===== src/rtl/uart_pkg.sv =====
// Shared UART definitions: receiver state encoding and default frame sizing,
// used by both the receive and transmit paths.
package uart_pkg;

  localparam int UART_DEF_CLKS_PER_BIT = 16;
  localparam int UART_DEF_DATA_BITS    = 8;

  typedef enum logic [2:0] {
    IDLE,
    START,
    DATA,
    PARITY,
    STOP
  } uart_rx_state_t;

endpackage


===== src/rtl/uart_bit_sync.sv =====
// Two-flop synchronizer for a single asynchronous input. RST_VAL sets the
// value both flops take in reset, which should match the line's idle level.
module uart_bit_sync #(
  parameter logic RST_VAL = 1'b1
) (
  input  logic clk,
  input  logic rst,
  input  logic d,
  output logic q
);

  logic meta;

  // Two-stage capture of the asynchronous input into the clk domain.
  always_ff @(posedge clk or posedge rst) begin
    if (rst) begin
      meta <= RST_VAL;
      q    <= RST_VAL;
    end else begin
      meta <= d;
      q    <= meta;
    end
  end

endmodule


===== src/rtl/uart_rx.sv =====
// UART receiver: start-edge detect, mid-bit sampling with a clock-divider
// counter, optional parity, and one-cycle result pulses issued one cycle
// after the stop-bit sample.
//
//   state  | meaning
//   IDLE   | waiting for a falling edge on the synchronized line
//   START  | half a bit into the start bit, confirm it is still low
//   DATA   | sample DATA_BITS data bits at mid-bit, LSB first
//   PARITY | sample the parity bit and latch a mismatch
//   STOP   | sample the stop bit, then hand the decision to the output stage
module uart_rx
  import uart_pkg::*;
#(
  parameter int CLKS_PER_BIT = UART_DEF_CLKS_PER_BIT,
  parameter int DATA_BITS    = UART_DEF_DATA_BITS,
  parameter int PARITY_EN    = 0,
  parameter int PARITY_ODD   = 0
) (
  input  logic                 clk,
  input  logic                 rst,
  input  logic                 rx_serial,
  output logic [DATA_BITS-1:0] rx_data,
  output logic                 rx_valid,
  output logic                 rx_frame_err,
  output logic                 rx_parity_err,
  output logic                 rx_busy
);

  localparam int CW = $clog2(CLKS_PER_BIT);
  localparam int BW = $clog2(DATA_BITS + 1);

  localparam logic [CW-1:0] HALF_M1  = CW'(CLKS_PER_BIT / 2 - 1);
  localparam logic [CW-1:0] FULL_M1  = CW'(CLKS_PER_BIT - 1);
  localparam logic [BW-1:0] LAST_BIT = BW'(DATA_BITS - 1);

  uart_rx_state_t       state;
  logic [CW-1:0]        clk_cnt;
  logic [BW-1:0]        bit_idx;
  logic [DATA_BITS-1:0] shreg;
  logic                 rx_s;
  logic                 rx_prev;
  logic                 fall;
  logic                 par_err;
  logic                 stop_hit;
  logic                 stop_bit;

  uart_bit_sync #(.RST_VAL(1'b1)) u_sync (
    .clk (clk),
    .rst (rst),
    .d   (rx_serial),
    .q   (rx_s)
  );

  assign fall    = rx_prev & ~rx_s;
  assign rx_busy = (state != IDLE);

  // Previous synchronized line value for falling-edge detection.
  always_ff @(posedge clk or posedge rst) begin
    if (rst) rx_prev <= 1'b1;
    else     rx_prev <= rx_s;
  end

  // Frame sequencing: bit timing, data shift, parity latch, stop sample.
  always_ff @(posedge clk or posedge rst) begin
    if (rst) begin
      state    <= IDLE;
      clk_cnt  <= '0;
      bit_idx  <= '0;
      shreg    <= '0;
      par_err  <= 1'b0;
      stop_hit <= 1'b0;
      stop_bit <= 1'b1;
    end else begin
      stop_hit <= 1'b0;
      case (state)
        IDLE: begin
          if (fall) begin
            state   <= START;
            clk_cnt <= '0;
          end
        end
        START: begin
          if (clk_cnt == HALF_M1) begin
            clk_cnt <= '0;
            if (!rx_s) begin
              state   <= DATA;
              bit_idx <= '0;
              par_err <= 1'b0;
            end else begin
              state <= IDLE;
            end
          end else begin
            clk_cnt <= clk_cnt + 1'b1;
          end
        end
        DATA: begin
          if (clk_cnt == FULL_M1) begin
            clk_cnt <= '0;
            shreg   <= {rx_s, shreg[DATA_BITS-1:1]};
            if (bit_idx == LAST_BIT) state <= (PARITY_EN != 0) ? PARITY : STOP;
            else                     bit_idx <= bit_idx + 1'b1;
          end else begin
            clk_cnt <= clk_cnt + 1'b1;
          end
        end
        PARITY: begin
          if (clk_cnt == FULL_M1) begin
            clk_cnt <= '0;
            par_err <= ((^shreg) ^ rx_s) != (PARITY_ODD != 0);
            state   <= STOP;
          end else begin
            clk_cnt <= clk_cnt + 1'b1;
          end
        end
        STOP: begin
          if (clk_cnt == FULL_M1) begin
            clk_cnt  <= '0;
            stop_hit <= 1'b1;
            stop_bit <= rx_s;
            // Leaving at mid stop bit gives half a bit to catch the next start.
            state    <= IDLE;
          end else begin
            clk_cnt <= clk_cnt + 1'b1;
          end
        end
        default: state <= IDLE;
      endcase
    end
  end

  // Result stage: one-cycle pulses and data load from the stop decision.
  always_ff @(posedge clk or posedge rst) begin
    if (rst) begin
      rx_data       <= '0;
      rx_valid      <= 1'b0;
      rx_frame_err  <= 1'b0;
      rx_parity_err <= 1'b0;
    end else begin
      rx_valid      <= 1'b0;
      rx_frame_err  <= 1'b0;
      rx_parity_err <= 1'b0;
      if (stop_hit) begin
        if (stop_bit && !par_err) begin
          rx_valid <= 1'b1;
          rx_data  <= shreg;
        end
        if (!stop_bit) rx_frame_err  <= 1'b1;
        if (par_err)   rx_parity_err <= 1'b1;
      end
    end
  end

endmodule


===== config.mk =====
export PLATFORM = sky130hd
export DESIGN_NAME = uart_rx
export DESIGN_NICKNAME = d
export VERILOG_FILES = /design/src/rtl/uart_pkg.sv /design/src/rtl/uart_bit_sync.sv /design/src/rtl/uart_rx.sv
export SDC_FILE = /design/constraint.sdc
export NUM_CORES = 1
export LEC_CHECK = 0
export BUFFER_PORTS_ARGS = -buffer_cell sky130_fd_sc_hd__buf_2
export CAP_MARGIN = 5
export CORE_UTILIZATION = 30
export CTS_CLUSTER_SIZE = 28
export DETAILED_ROUTE_END_ITERATION = 6
export SLEW_MARGIN = 20
export SYNTH_ARGS = -nofsm -noshare
export SYNTH_HDL_FRONTEND = slang
export SYNTH_HIERARCHICAL = 1
export SYNTH_SLANG_ARGS = --single-unit

===== constraint.sdc =====
create_clock -name clk -period 1.8 [get_ports clk]
set_clock_uncertainty 0.15 [all_clocks]
set_input_delay 0.09 -clock clk [delete_from_list [all_inputs] [get_ports clk]]
set_output_delay 0.09 -clock clk [all_outputs]
set_load 0.01 [all_outputs]

=== Word level (Yosys, flattened, before mapping) ===
Cells that the tools add are included.

* Eq/ne operators: 15
* Div/mod/pow operators: 0
* Reduce and logical (&&, ||, !) cells: 16
* Bitwise logic cells: 3
* Shifts and indexed selects: 0
* Add/subtract/negate cells: 2
* Multiplexer cells: 29
* $lt $le $gt $ge: 0
* Multiply operators: 0

{| class="wikitable"
|+ Operators by type and width
! cell !! number
|-
| 4-bit 2-to-1 mux || 7
|-
| 3-bit 2-to-1 mux || 6
|-
| 2-bit != test (second input constant) || 8
|-
| 3-bit one-hot mux with 5 select lines || 1
|-
| 4-bit one-hot mux with 3 select lines || 1
|-
| 1-bit 2-to-1 mux || 11
|-
| 4-bit by 1-bit adder with 4-bit output (second input constant) || 2
|-
| 4-bit by 3-bit equality test with 1-bit output (second input constant) || 2
|-
| 4-bit one-hot mux with 2 select lines || 1
|-
| 2-bit AND reduction || 4
|-
| 8-bit XOR reduction || 1
|-
| 3-bit by 2-bit equality test with 1-bit output (second input constant) || 2
|-
| 6-bit AND reduction || 1
|-
| 3-bit nonzero test || 2
|-
| 5-bit AND reduction || 1
|-
| 4-bit equality test (second input constant) || 1
|-
| 4-bit AND reduction || 1
|-
| 2-bit nonzero test || 2
|-
| 3-bit by 1-bit equality test with 1-bit output (second input constant) || 1
|-
| 3-bit equality test (second input constant) || 1
|-
| 3-bit logical NOT || 1
|-
| 3-bit OR reduction || 1
|-
| 2-bit 2-to-1 mux || 1
|-
| 1-bit one-hot mux with 2 select lines || 1
|-
| other kinds (5) || 5
|}

* Memory bits (read-only): 0
* Memories: 0
* Input port bits: 3
* Logic and storage cells: 79
* Latch bits: 0
* Memory bits (writable): 0
* Output and inout bits: 12
* Flip-flop bits (word level): 36

=== Depth between registers and ports, before layout ===
* Word-level depth: 4
* Gate-level depth with buffers: 7
* Gate-level depth less buffers: 5

=== By module ===
The synthesis kept the hierarchy.

{| class="wikitable"
|+ Modules (own cells, without submodules)
! module !! instances !! sequential area each (sq um) !! area each (sq um) !! cells each
|-
| uart_rx || 1 || 853.3 || 1630.3 || 153
|-
| uart_bit_sync || 1 || 52.6 || 56.3 || 3
|}

=== Worst setup path before layout ===
Ideal clock, no wire load.

* Path kind: reg-to-reg
* From: reg state[2]
* To: reg state[1]
* Arrival time: 1.657 ns
* Required time: 1.522 ns
* Buffers on the path: 1
* Clock period less this slack: 1.935 ns
* Setup time: 0.128 ns
* Stages on the path, launching flop included: 6
* Setup slack: -0.135 ns
* Cells stage by stage: dfrtp_1 > or3_1 > buf_2 > and2_4 > a211oi_4 > mux2_1

* Longest elaborated chain between the ends: 3
* Elaborated cells between the ends (all ways): 13
* Classes of those cells: 10 x eq/ne; 1 x mux; 2 x reduce/logical

{| class="wikitable"
|+ Ends and longest elaborated chain
! what !! RTL line !! RTL
|-
| from (decl) || uart_rx.sv:36 || <nowiki>uart_rx_state_t state;</nowiki>
|-
| from (signal assigned) || uart_rx.sv:100 || <nowiki>if (bit_idx == LAST_BIT) state <= (PARITY_EN != 0) ? PARITY : STOP;</nowiki>
|-
| 3-bit by 2-bit equality test with 1-bit output, or another cell as far along || uart_rx.sv:75 || <nowiki>case (state)</nowiki>
|-
| 2-bit != test (no line) || - ||
|-
| 6-bit AND reduction (no line) || - ||
|}

Parallel ways exist; a longest one is shown, timed or not.
A chain may end at the register's enable or synchronous reset.

=== Worst setup path in the final report ===
* From: reg state[2]
* To: reg state[2]

The elaborated chain is that of the path after synthesis.

==> impl_metrics.csv <==
group,metric,value,unit
logic_synthesis,synth_edf_count,0,
sta,final.min_clock_period,1.823,ns
detailed_routing,vias_per_cell,4.522,
die,fp.coreArea,0.005270,mm²
die,die_h,76.98,µm
placement,hpwl,2216,µm
detailed_routing,totalWireLength,3203,µm
placement,place_ws,-0.07974,ns
cells_and_area,synthToLayoutAreaGrowth,30.71,%
placement,place_area,0.002002,mm²
detailed_routing,ant_nets,0,
logic_synthesis,synth_area_leaders,"dfrtp_1 (47%), nand2_1 (6.7%), dfstp_2 (6.2%)",
power_and_ir_drop,p_per_area,1120,mW/mm²
sta,finalCritPeriodShare,1.013,
die,ios,15,
cts,tritoncts,"built",
setup_path,criticalPathCategory,"flop to flop",
logic_synthesis,synth_top_cell_by_area,"dfrtp_1",
logic_synthesis,yosys.area_share.simple,0.1914,
setup_path,cp_max_fo,5,
cells_and_area,drive_above_1_share,0.3750,
cts,clk_path_buf_depth,2,
sta,timing.final.hold_violations,0,
logic_synthesis,synth_xor_area_frac,0.04451,
logic_synthesis,synthMuxAreaShare,0.09125,
detailed_routing,dr.pass1.iters,4,
cts,worstSkewPairLatency,0.29,ns
cells_and_area,fin_nets,204,
grt,grt-ovfl-total,0,
logic_synthesis,synth_top_family_by_area,"simple AND/OR/NAND/NOR gates",
detailed_routing,drt-initial-drc-count,81,
cts,cts_sinks,36,
logic_synthesis,synth_seq_cells,36,
grt,grt_pass1_vias,1156,
placement,io_buffers,14,
status,violations,"negative setup slack",
logic_synthesis,mappedNetlistArea,0.001687,mm²
sta,rsz0062_at_grt,"yes",
logic_synthesis,synthArstFlopShare,1.000,
die,die-area,0.005926,mm²
detailed_routing,wl_per_cell,11.86,µm
placement,gp_congestion,0.7034,
sta,timing.slew.headroom,0.7116,
cells_and_area,antenna_cells,0,
sta,whs,0.2058,ns
setup_path,critPathSlowestCell,"dfrtp_1",
sta,fin_ws,-0.02330,ns
logic_synthesis,synth_ff_type,"dfrtp_1",
job,drv.max_cap_violation_count,0,
setup_path,crit_required,1.83,ns
logic_synthesis,synth_top_cell_area_share,0.4748,
sta,setup_viol_count_final,2,
detailed_routing,drc,0,
cts,cts_max_level,2,
grt,grt_first_pass_wirelength,5464,µm
detailed_routing,via_count,1221,
cts,numCtsBuffers,5,
logic_synthesis,syn_area_per_cell,10.81,µm²
cells_and_area,final_cell_mix,"dfrtp_1 (32), nand2_1 (29), buf_4 (25)",
logic_synthesis,synth_nets,161,
sta,slew_viol_final,0,
grt,antenna_found_initial,0,
setup_path,path_cells,"buf_4 > nor3_2 > o21ai_2 > a211oi_4 > mux2_4",
setup_path,crit_arrival,1.86,ns
cts,clkTransAtPathRegs,0.08,ns
die,start_util,0.3200,
placement,dp_cells,256,
die,rows,26,
logic_synthesis,synthesis.instances,156,
setup_path,startpoint_type,"flop",
power_and_ir_drop,total_leakage_power,1.132,nW
status,outcome,"complete, but fails checks",
grt,grt_max_degree,35,
logic_synthesis,synth_compound_area_frac,0.08976,
sta,worst_slew_pin_slew,0.4326,ns
cells_and_area,final_common_cell,"dfrtp_1",
setup_path,cpPeakStageDelay,0.43,ns
setup_path,endpoint_kind,"flop",
cts,clockRootBuffer,"clkbuf_8",
logic_synthesis,ys.warnings.count,6,
die,die_x,76.98,µm
sta,max_freq,0.5485,GHz
cells_and_area,final_util,0.4183,
power_and_ir_drop,ir_drop,335.8,µV
min_path,worstHoldPathType,"primary input to async pin",
cells_and_area,stdcell_area,0.002205,mm²
logic_synthesis,synthDistinctLibCells,42,
cells_and_area,final_cells,270,
logic_synthesis,synth_adder_area_share,0.01484,
grt,grtUsageTotal,0.1187,
logic_synthesis,yosysSeqAreaShare,0.5371,
==> final cells by class <==
type / instances / area, µm²
tap: 70 / 87.58
sequential: 36 / 905.9
multi-input combinational: 108 / 799.5
fill: 518 / 3065
clock inverter: 2 / 35.03
clock buffer: 6 / 72.57
timing repair buffer: 41 / 277.8
inverter: 7 / 26.28
==> power breakdown <==
| part | switching (mW) | leakage (nW) | internal (mW) | total [mW] |
|---|---|---|---|---|
| clock network | 0.293 | 0.0552 | 0.411 | 0.704 |
| logic | 0.398 | 0.593 | 0.454 | 0.852 |
| registers | 0.0402 | 0.484 | 0.872 | 0.912 |
| total | 0.731 | 1.13 | 1.74 | 2.47 |
==> metrics by stage <==
| stage | power [mW] | setup TNS [ns] |
|---|---|---|
| 3_5_place_dp | 1.685 | -0.7428 |
| 5_1_grt | 2.614 | -0.1737 |
| 3_3_place_gp | 1.681 | -0.6664 |
| 4_1_cts | 2.444 | -0.04683 |
| 6_report | 2.468 | -0.04469 |
| 2_1_floorplan | 1.423 | -0.2058 |
==> flip-flops by register name, summed over array words and instances (netlist names) <==
register	count
stop_bit	1
shreg	8
rx_valid	1
rx_prev	1
rx_data	8
u_sync/meta	1
rx_frame_err	1
par_err	1
u_sync/q	1
rx_parity_err	1
bit_idx	4
clk_cnt	4
stop_hit	1
state	3
==> cells in the mapped netlist (2+ instances only) <==
cell      number
and3_1         2
a21oi_1        4
ha_1           2
inv_1          6
buf_2          3
nor2_1         5
mux2_2         9
nor3_1         2
mux2_1         2
o21ai_0        8
dfrtp_1       32
dfstp_2        4
nor2b_1        7
clkbuf_1       3
nand3_1        3
and4_1         2
xor2_1         2
and3b_1        2
nand2_1       30
xnor2_1        4
mux2i_1        3
==> path summary, 6_finish.rpt <==
check,startpoint,endpoint,slack [ns],cells after the start
setup / recovery,state[2]$_DFFE_PP0P_,state[2]$_DFFE_PP0P_,-0.02,5
hold / removal,rst,u_sync/meta$_DFF_PP1_,0.21,3
setup reg to reg,state[2]$_DFFE_PP0P_,state[2]$_DFFE_PP0P_,-0.02,5
hold reg to reg,u_sync/meta$_DFF_PP1_,u_sync/q$_DFF_PP1_,0.21,0
max in group asynchronous,rst,rx_prev$_DFF_PP1_,0.87,4
min in group clk,u_sync/meta$_DFF_PP1_,u_sync/q$_DFF_PP1_,0.21,0
==> worst max-delay path, delay by kind of cell (launching register included) <==
family                 cells  cell delay, ns
AO/OA/AOI/OAI              2            0.45
flip-flops                 1            0.43
multiplexers               1            0.33
buffers and inverters      1            0.16
AND/OR/NAND/NOR            1            0.19
==> metal layers <==
| metal | vias up | wire, µm | part of all wire | GRT usage |
|---|---|---|---|---|
| li1 | 621 | - | - | - |
| met1 | 577 | 1612 | 0.50 | 0.1552 |
| met2 | 18 | 1442 | 0.45 | 0.1786 |
| met3 | 5 | 91 | 0.028 | 0.03214 |
| met4 | 0 | 57 | 0.018 | 0.06226 |
| met5 | - | 0 | 0 | 0 |
==> what timing repair did <==
item,4_1_cts,5_1_grt
pin swaps,1,4
resized for setup,3,8
gates cloned,0,1
hold buffers,2,0
endpoints found under the setup margin,12,13
endpoints found under the hold margin,35,0
setup buffers,2,1
==> kinds of logic (layout without fill, tap and decap cells) <==
family | after synthesis | count (layout)
simple gates | 62 | 63
flops | 36 | 36
compound gates | 22 | 22
mux | 14 | 14
buf+inv | 13 | 56
xor+xnor | 7 | 7
fa+ha+maj | 2 | 2
(Power assumes the default switching activity.)
